### config.mk
export PLATFORM = sky130hd
export DESIGN_NAME = genius_seq_player
export DESIGN_NICKNAME = d
export VERILOG_FILES = /design/src/rtl/genius_seq_player.sv
export SDC_FILE = /design/constraint.sdc
export NUM_CORES = 1
export LEC_CHECK = 0
export ABC_CLOCK_PERIOD_IN_PS = 2950
export CORE_MARGIN = 2
export CORE_UTILIZATION = 52
export DETAILED_ROUTE_END_ITERATION = 7
export PLACE_DENSITY = 0.88
export SYNTH_ARGS = -nofsm -noshare
export SYNTH_HDL_FRONTEND = slang
export SYNTH_SLANG_ARGS = --single-unit
### constraint.sdc
create_clock -name CLOCK_50 -period 2.95 [get_ports CLOCK_50]
set_input_delay 0.295 -clock CLOCK_50 [delete_from_list [all_inputs] [get_ports CLOCK_50]]
set_output_delay 0.295 -clock CLOCK_50 [all_outputs]
set_load 0.02 [all_outputs]
### src/rtl/genius_seq_player.sv
// Plays a latched sequence of 2-bit colour codes on a one-hot LED bank, paced by a selectable slow clock.
// Optional abort support is compiled in with the macro GENIUS_SEQ_ABORT_EN.
module genius_seq_player (
    input  logic        CLOCK_50,
    input  logic        reset,
    input  logic        C025Hz,
    input  logic        C05Hz,
    input  logic        C1Hz,
    input  logic        C2Hz,
    input  logic [1:0]  speed,
    input  logic        start,
    input  logic [3:0]  seq_len,
    input  logic [31:0] seq_data,
    input  logic        abort,
    output logic [3:0]  led,
    output logic [3:0]  step_idx,
    output logic        busy,
    output logic        done
);

    typedef enum logic [2:0] {S_IDLE, S_ALIGN, S_SHOW, S_GAP, S_FIN} state_t;

    logic [3:0]  w_slow;
    logic [3:0]  r_sync0;
    logic [3:0]  r_sync1;
    logic [3:0]  r_prev;
    logic [3:0]  r_armed;
    logic [3:0]  r_edge;
    logic [1:0]  r_vld;
    logic        w_tick;

    state_t      r_state;
    logic [1:0]  r_speed;
    logic [3:0]  r_len;
    logic [31:0] r_data;
    logic [3:0]  r_led;
    logic [3:0]  r_step;
    logic        r_busy;
    logic        r_done;

    logic [3:0]  w_next_step;
    logic [1:0]  w_next_code;
    logic [3:0]  w_first_led;
    logic [3:0]  w_next_led;

    assign w_slow = {C2Hz, C1Hz, C05Hz, C025Hz};

    // Synchronise every slow input; a line only arms once a real synchronised low has been seen,
    // so an input already high when reset releases cannot fake a rising edge.
    always_ff @(posedge CLOCK_50 or posedge reset) begin
        if (reset) begin
            r_sync0 <= 4'd0;
            r_sync1 <= 4'd0;
            r_prev  <= 4'd0;
            r_armed <= 4'd0;
            r_edge  <= 4'd0;
            r_vld   <= 2'd0;
        end else begin
            r_sync0 <= w_slow;
            r_sync1 <= r_sync0;
            r_prev  <= r_sync1;
            r_vld   <= {r_vld[0], 1'b1};
            r_armed <= r_armed | ({4{r_vld[1]}} & ~r_sync1);
            r_edge  <= r_sync1 & ~r_prev & r_armed;
        end
    end

    assign w_tick      = r_edge[r_speed];
    assign w_next_step = 4'(r_step + 4'd1);
    assign w_next_code = r_data[{w_next_step, 1'b0} +: 2];
    assign w_first_led = 4'b0001 << r_data[1:0];
    assign w_next_led  = 4'b0001 << w_next_code;

    always_ff @(posedge CLOCK_50 or posedge reset) begin
        if (reset) begin
            r_state <= S_IDLE;
            r_speed <= 2'd0;
            r_len   <= 4'd0;
            r_data  <= 32'd0;
            r_led   <= 4'd0;
            r_step  <= 4'd0;
            r_busy  <= 1'b0;
            r_done  <= 1'b0;
        end else begin
            r_done <= 1'b0;
            case (r_state)
                S_IDLE: begin
                    r_led  <= 4'd0;
                    r_step <= 4'd0;
                    if (start) begin
                        r_speed <= speed;
                        r_len   <= seq_len;
                        r_data  <= seq_data;
                        r_busy  <= 1'b1;
                        r_state <= S_ALIGN;
                    end
                end
                S_ALIGN: begin
                    if (w_tick) begin
                        r_step  <= 4'd0;
                        r_led   <= w_first_led;
                        r_state <= S_SHOW;
                    end
                end
                S_SHOW: begin
                    if (w_tick) begin
                        r_led   <= 4'd0;
                        r_state <= S_GAP;
                    end
                end
                S_GAP: begin
                    if (w_tick) begin
                        if (r_step == r_len) begin
                            r_state <= S_FIN;
                        end else begin
                            r_step  <= w_next_step;
                            r_led   <= w_next_led;
                            r_state <= S_SHOW;
                        end
                    end
                end
                S_FIN: begin
                    r_done  <= 1'b1;
                    r_busy  <= 1'b0;
                    r_step  <= 4'd0;
                    r_led   <= 4'd0;
                    r_state <= S_IDLE;
                end
                default: begin
                    r_led   <= 4'd0;
                    r_step  <= 4'd0;
                    r_busy  <= 1'b0;
                    r_state <= S_IDLE;
                end
            endcase
`ifdef GENIUS_SEQ_ABORT_EN
            // Abort wins over any tick or completion handled above.
            if (abort && (r_state != S_IDLE)) begin
                r_state <= S_IDLE;
                r_led   <= 4'd0;
                r_step  <= 4'd0;
                r_busy  <= 1'b0;
                r_done  <= 1'b0;
            end
`endif
        end
    end

`ifndef GENIUS_SEQ_ABORT_EN
    logic w_unused_abort;
    assign w_unused_abort = abort;
`endif

    assign led      = r_led;
    assign step_idx = r_step;
    assign busy     = r_busy;
    assign done     = r_done;

endmodule

Word level (Yosys, flattened, before mapping)
Index checks and enable logic that the tools add are counted.
{"block": "word_totals", "input_bits": 46, "register_bits": 73, "out_inout_bits": 10, "word_cells": 63}
{"block": "op_classes", "eq_ne": 10, "n_reduce_logical": 7, "magnitude_cmp": 1, "shifts": 3, "bitwise_logic": 8, "n_addsub": 1, "mux": 19}
{"operator": "indexed part select 32 x 6 -> 2 bit", "count": 1}
{"operator": "two-way mux 4 bit", "count": 6}
{"operator": "case mux 4 bit (3 select lines)", "count": 2}
{"operator": "two-way mux 3 bit", "count": 5}
{"operator": "AND 4 bit", "count": 3}
{"operator": "case mux 3 bit (4 select lines)", "count": 1}
{"operator": "AND reduction 4 bit", "count": 3}
{"operator": "!= test 2 bit (second input constant)", "count": 5}
{"operator": "NOT 4 bit", "count": 2}
{"operator": "left shift 1 x 2 -> 4 bit (first input constant)", "count": 2}
{"operator": "equality test 3 x 2 -> 1 bit (second input constant)", "count": 2}
{"operator": "adder 4 x 1 -> 4 bit (second input constant)", "count": 1}
{"operator": "equality test 4 bit", "count": 1}
{"operator": "OR 4 bit", "count": 1}
{"operator": "AND reduction 2 bit", "count": 2}
{"operator": "equality test 3 x 1 -> 1 bit (second input constant)", "count": 1}
{"operator": "equality test 3 bit (second input constant)", "count": 1}
{"operator": "zero test 3 bit", "count": 1}
{"operator": "< comparator 2 x 3 -> 1 bit (second input constant)", "count": 1}
{"operator": "two-way mux 1 bit", "count": 3}
{"operator": "OR reduction 3 bit", "count": 1}
{"operator": "binary-select mux 1 bit (select 2 bit)", "count": 1}
{"operator": "NOT 1 bit", "count": 2}
{"operator": "case mux 1 bit (2 select lines)", "count": 1}

Logic depth before layout (Yosys ltp)
{"block": "depth", "depth_word": 6, "depth_mapped": 8, "ltp_nobuf": 7}

Worst setup path before layout
Ideal clock, no wire load.
{"block": "synth_path", "kind": "flip-flop to flip-flop", "from": "register r_step[0] (netlist: step_idx[0])", "to": "register r_led[1] (netlist: led[1])", "setup_ps": 121, "path_stages_with_launch": 9, "period_less_slack_ps": 2492, "n_path_buf": 1, "t_arrival_ps": 2371, "setup_slack_ps": 458, "cell_sequence": "dfrtp_1 ha_1 clkbuf_1 mux4_1 mux2_2 and4_1 a221oi_2 nor2b_1 a22o_1"}
{"block": "synth_between", "elab_chain_len": 6, "word_cells_on_any_way": 9, "classes_between": "add/sub (1); eq/ne (2); shift (2); mux (3); reduce/logical (1)"}
{"item": "start: declaration", "line": "37", "rtl": "logic [3:0] r_step;"}
{"item": "start signal: assignment", "line": "116", "rtl": "r_step <= w_next_step;"}
{"item": "adder 4 x 1 -> 4 bit", "line": "69", "rtl": "assign w_next_step = 4'(r_step + 4'd1);"}
{"item": "indexed part select 32 x 6 -> 2 bit", "line": "70", "rtl": "assign w_next_code = r_data[{w_next_step, 1'b0} +: 2];"}
{"item": "left shift 1 x 2 -> 4 bit", "line": "72", "rtl": "assign w_next_led = 4'b0001 << w_next_code;"}
{"item": "two-way mux 4 bit", "line": "113", "rtl": "if (r_step == r_len) begin"}
{"item": "two-way mux 4 bit", "line": "112", "rtl": "if (w_tick) begin"}
{"item": "case mux 4 bit (3 select lines)", "line": "86", "rtl": "case (r_state)"}
{"item": "end signal: assignment", "line": "101", "rtl": "r_led <= w_first_led;"}
{"item": "end signal: assignment", "line": "117", "rtl": "r_led <= w_next_led;"}
{"item": "end: declaration", "line": "36", "rtl": "logic [3:0] r_led;"}
Several ways; a longest one is shown, not always the timed one. The select of a mux whose other input is x is not followed.
A chain may end at the register's enable or synchronous reset.

Worst setup path in the final report
{"block": "layout_path", "from": "register r_step[1] (netlist: step_idx[1])", "to": "register r_led[1] (netlist: led[1])"}
Same word-level chain as after synthesis.

==> metrics <==
maximum number of buffers from clock root to sink=2; Post-CTS Hold Buffers=0; Final period util=0.861; pin count of the biggest net entering global routing=43; total negative setup slack=0 ns; synthesized net count=251; CTS buffer count=9; maximum vdd ir drop=0.433 mV; CTS tree=done; number of post-CTS setup repair buffers=0; Worst R2R Start=step_idx[1]; cell area after synthesis=0.00302 mm2; Slew headroom=0.562; port bufs=54; number of synthesis warnings=0; Worst path top cell family by delay=multiplexers; timing-limited maximum frequency=394 MHz; endpoint type of the worst setup path=flop; cells on worst reg2reg path=7; remaining global-route overflow=0; fraction of final layout cells sized beyond drive strength 1=0.253; synthesized instance count=204; fraction of registers with async set/reset=1.00; required time of the worst setup path=3.18 ns; biggest fanout along the worst timing path=9; number of non-filler instances in the completed layout=341; IO Pins=56; clk_skew=0.00271 ns; global-route wire length before repair=9230 um; Clk Latency, worst-skew pair=0.33 ns; cell area power density=928 mW/mm2; starting density of the core=0.543; clock slew seen by the registers of the worst setup and hold paths=0.07 ns; Critical Path, Cell by Cell=ha_1 -> mux4_1 -> mux2_2 -> and4_1 -> a221oi_2 -> nor2b_1 -> a22o_1; overall power=0.00356 W; depth of the worst hold-timing path=0; via count of the first global-routing pass=1933; final hold viol count=0; TritonCTS Sinks=73; weighted congestion reported at the end of routability-driven placement=0.793; number of H-tree levels=3; number of detailed-routing iterations run before antenna repair=4; die boundary height=80.3 um; average wire per standard cell=16.0 um; core region area=0.00557 mm2; most instantiated flip-flop cell in the synthesis netlist=dfrtp_1; number of DRC violations after detailed routing=0; sequential-to-total area share from yosys stat=0.604; class of the tightest hold or removal check=reg -> reg; worst setup path category=reg -> reg; wire length reported by the detailed router=5450 um; setup slack of the critical path after layout=0.409 ns; initial antenna violation count=0; largest stage delay on the critical path=0.53 ns; Final HPWL DP=3930 um; worst reg-to-reg setup slack=0.41 ns; setup violation total in the final timing report=0; Min Hold Slack=0.349 ns; die boundary width=80.3 um; r2r endpoint=led[1]; setup repair after global routing missed its margin=false; combined global-route utilization of all metal layers=0.194; CP arrival=2.77 ns; crit path time final=2.54 ns; crit path launch type=flop; reported leakage power=1.65 nW; Hold Path End=r_sync1[1]; mean post-synth cell area=14.8 um2; clock root buffer=clkbuf_8; Post-Place Worst Slack=0.425 ns; nets@finish=312; via total after detailed routing=1855; Cell variety after synth=38; number of gates resized after cts=0; via-per-instance ratio=5.44; Site Rows=27; result of the run=completed; Die ar.=0.00644 mm2; antenna cell count=0; crit path buf inv count=0; hold_sp=r_sync0[1]; max-cap viol count=0; slowest stage cell on the critical path=ha_1; Post-synth EDFFs=0; number of storage elements in the synthesis netlist=73; P&R area growth vs syn=26.7%; DRC violation total after the first TritonRoute iteration=118; total count of max-transition violations in the final report=0; Placed Instances=326; actual transition at the worst max-transition pin=0.656 ns; number of antenna-violating nets in the routed design=0
==> registers in the layout (all words and copies together) (netlist names) <==
register / flops
busy: 1
done: 1
led: 4
r_armed: 4
r_data: 32
r_edge: 4
r_len: 4
r_prev: 4
r_speed: 2
r_state: 3
r_sync0: 4
r_sync1: 4
r_vld: 2
step_idx: 4
==> per-stage QoR <==
stage	area (um2)	utilization
after floorplan	3020	-
after global placement	3670	0.658
after detailed placement	3670	0.658
after CTS	3830	0.687
after global routing	3830	0.687
final	3830	0.687
==> cell families (layout without fill, tap and decap cells) <==
kind of cell	Yosys count	count (layout)	synth area share
buffers and inverters	13	78	0.0190
other	1	1	0.00124
flip-flops	73	73	0.604
AO/OA/AOI/OAI	18	18	0.0459
adder cells (fa/ha/maj)	1	1	0.00414
XOR/XNOR	6	6	0.0174
multiplexers	54	54	0.248
AND/OR/NAND/NOR	38	38	0.0604
==> layer usage <==
| metal | part of all wire | track usage | up-vias |
|---|---|---|---|
| met4 | 0.018 | 0.0966 | 0 |
| li1 | - | - | 858 |
| met2 | 0.50 | 0.306 | 59 |
| met5 | 0 | 0 | - |
| met3 | 0.051 | 0.0449 | 9 |
| met1 | 0.43 | 0.253 | 929 |
==> cell type report <==
| cell class | instances | area (um2) |
|---|---|---|
| clock inverters | 3 | 17.5 |
| multi-input cells | 118 | 1140 |
| flip-flops and latches | 73 | 1830 |
| clock buffers | 12 | 145 |
| inverters | 6 | 22.5 |
| repair buffers | 57 | 588 |
| well taps | 72 | 90.1 |
| fillers | 400 | 1740 |
==> placed cells by master, fill, tap and decap left out, types with 2 or more instances in the layout <==
cell type and n:
nor2_1 11, clkbuf_8 10, mux2_2 41, a21oi_1 3, o21ai_0 2, dfrtp_1 73, mux4_1 5, inv_1 5
clkinv_2 2, nor3_1 2, buf_12 2, xor2_1 5, nand3_1 2, mux4_2 5, a21o_1 6, clkdlybuf4s50_1 54
clkbuf_1 2, nor2b_1 4, nand2_1 11
==> synthesized netlist by cell type, types with 3 or more instances <==
master	n	area, um2
nand2_1	11	41.3
mux4_1	5	131
mux2_2	41	462
a21oi_1	3	15.0
mux4_2	5	113
nor2_1	11	41.3
a21o_1	6	45.0
clkbuf_1	5	18.8
xor2_1	5	43.8
inv_1	6	22.5
dfrtp_1	73	1830
nor2b_1	4	25.0
==> worst max-delay path by stage <==
stage	startpoint	endpoint	slack [ns]	cells after the start
5_1_grt	step_idx[1]	led[1]	0.25	7
3_3_place_gp	step_idx[1]	led[1]	0.51	7
4_1_cts	step_idx[1]	led[1]	0.39	7
3_5_place_dp	step_idx[1]	led[1]	0.43	7
6_report	step_idx[1]	led[1]	0.41	7
2_1_floorplan	step_idx[0]	led[1]	0.46	8
==> report_power, final <==
| part | switching [W] | total, W | leakage (nW) | internal (W) |
|---|---|---|---|---|
| combinational | 0.000551 | 0.00133 | 0.693 | 0.000780 |
| sequential | 0.000227 | 0.00156 | 0.874 | 0.00133 |
| clock | 0.000343 | 0.000664 | 0.0822 | 0.000321 |
No activity file was read; power rests on OpenSTA's default activity.
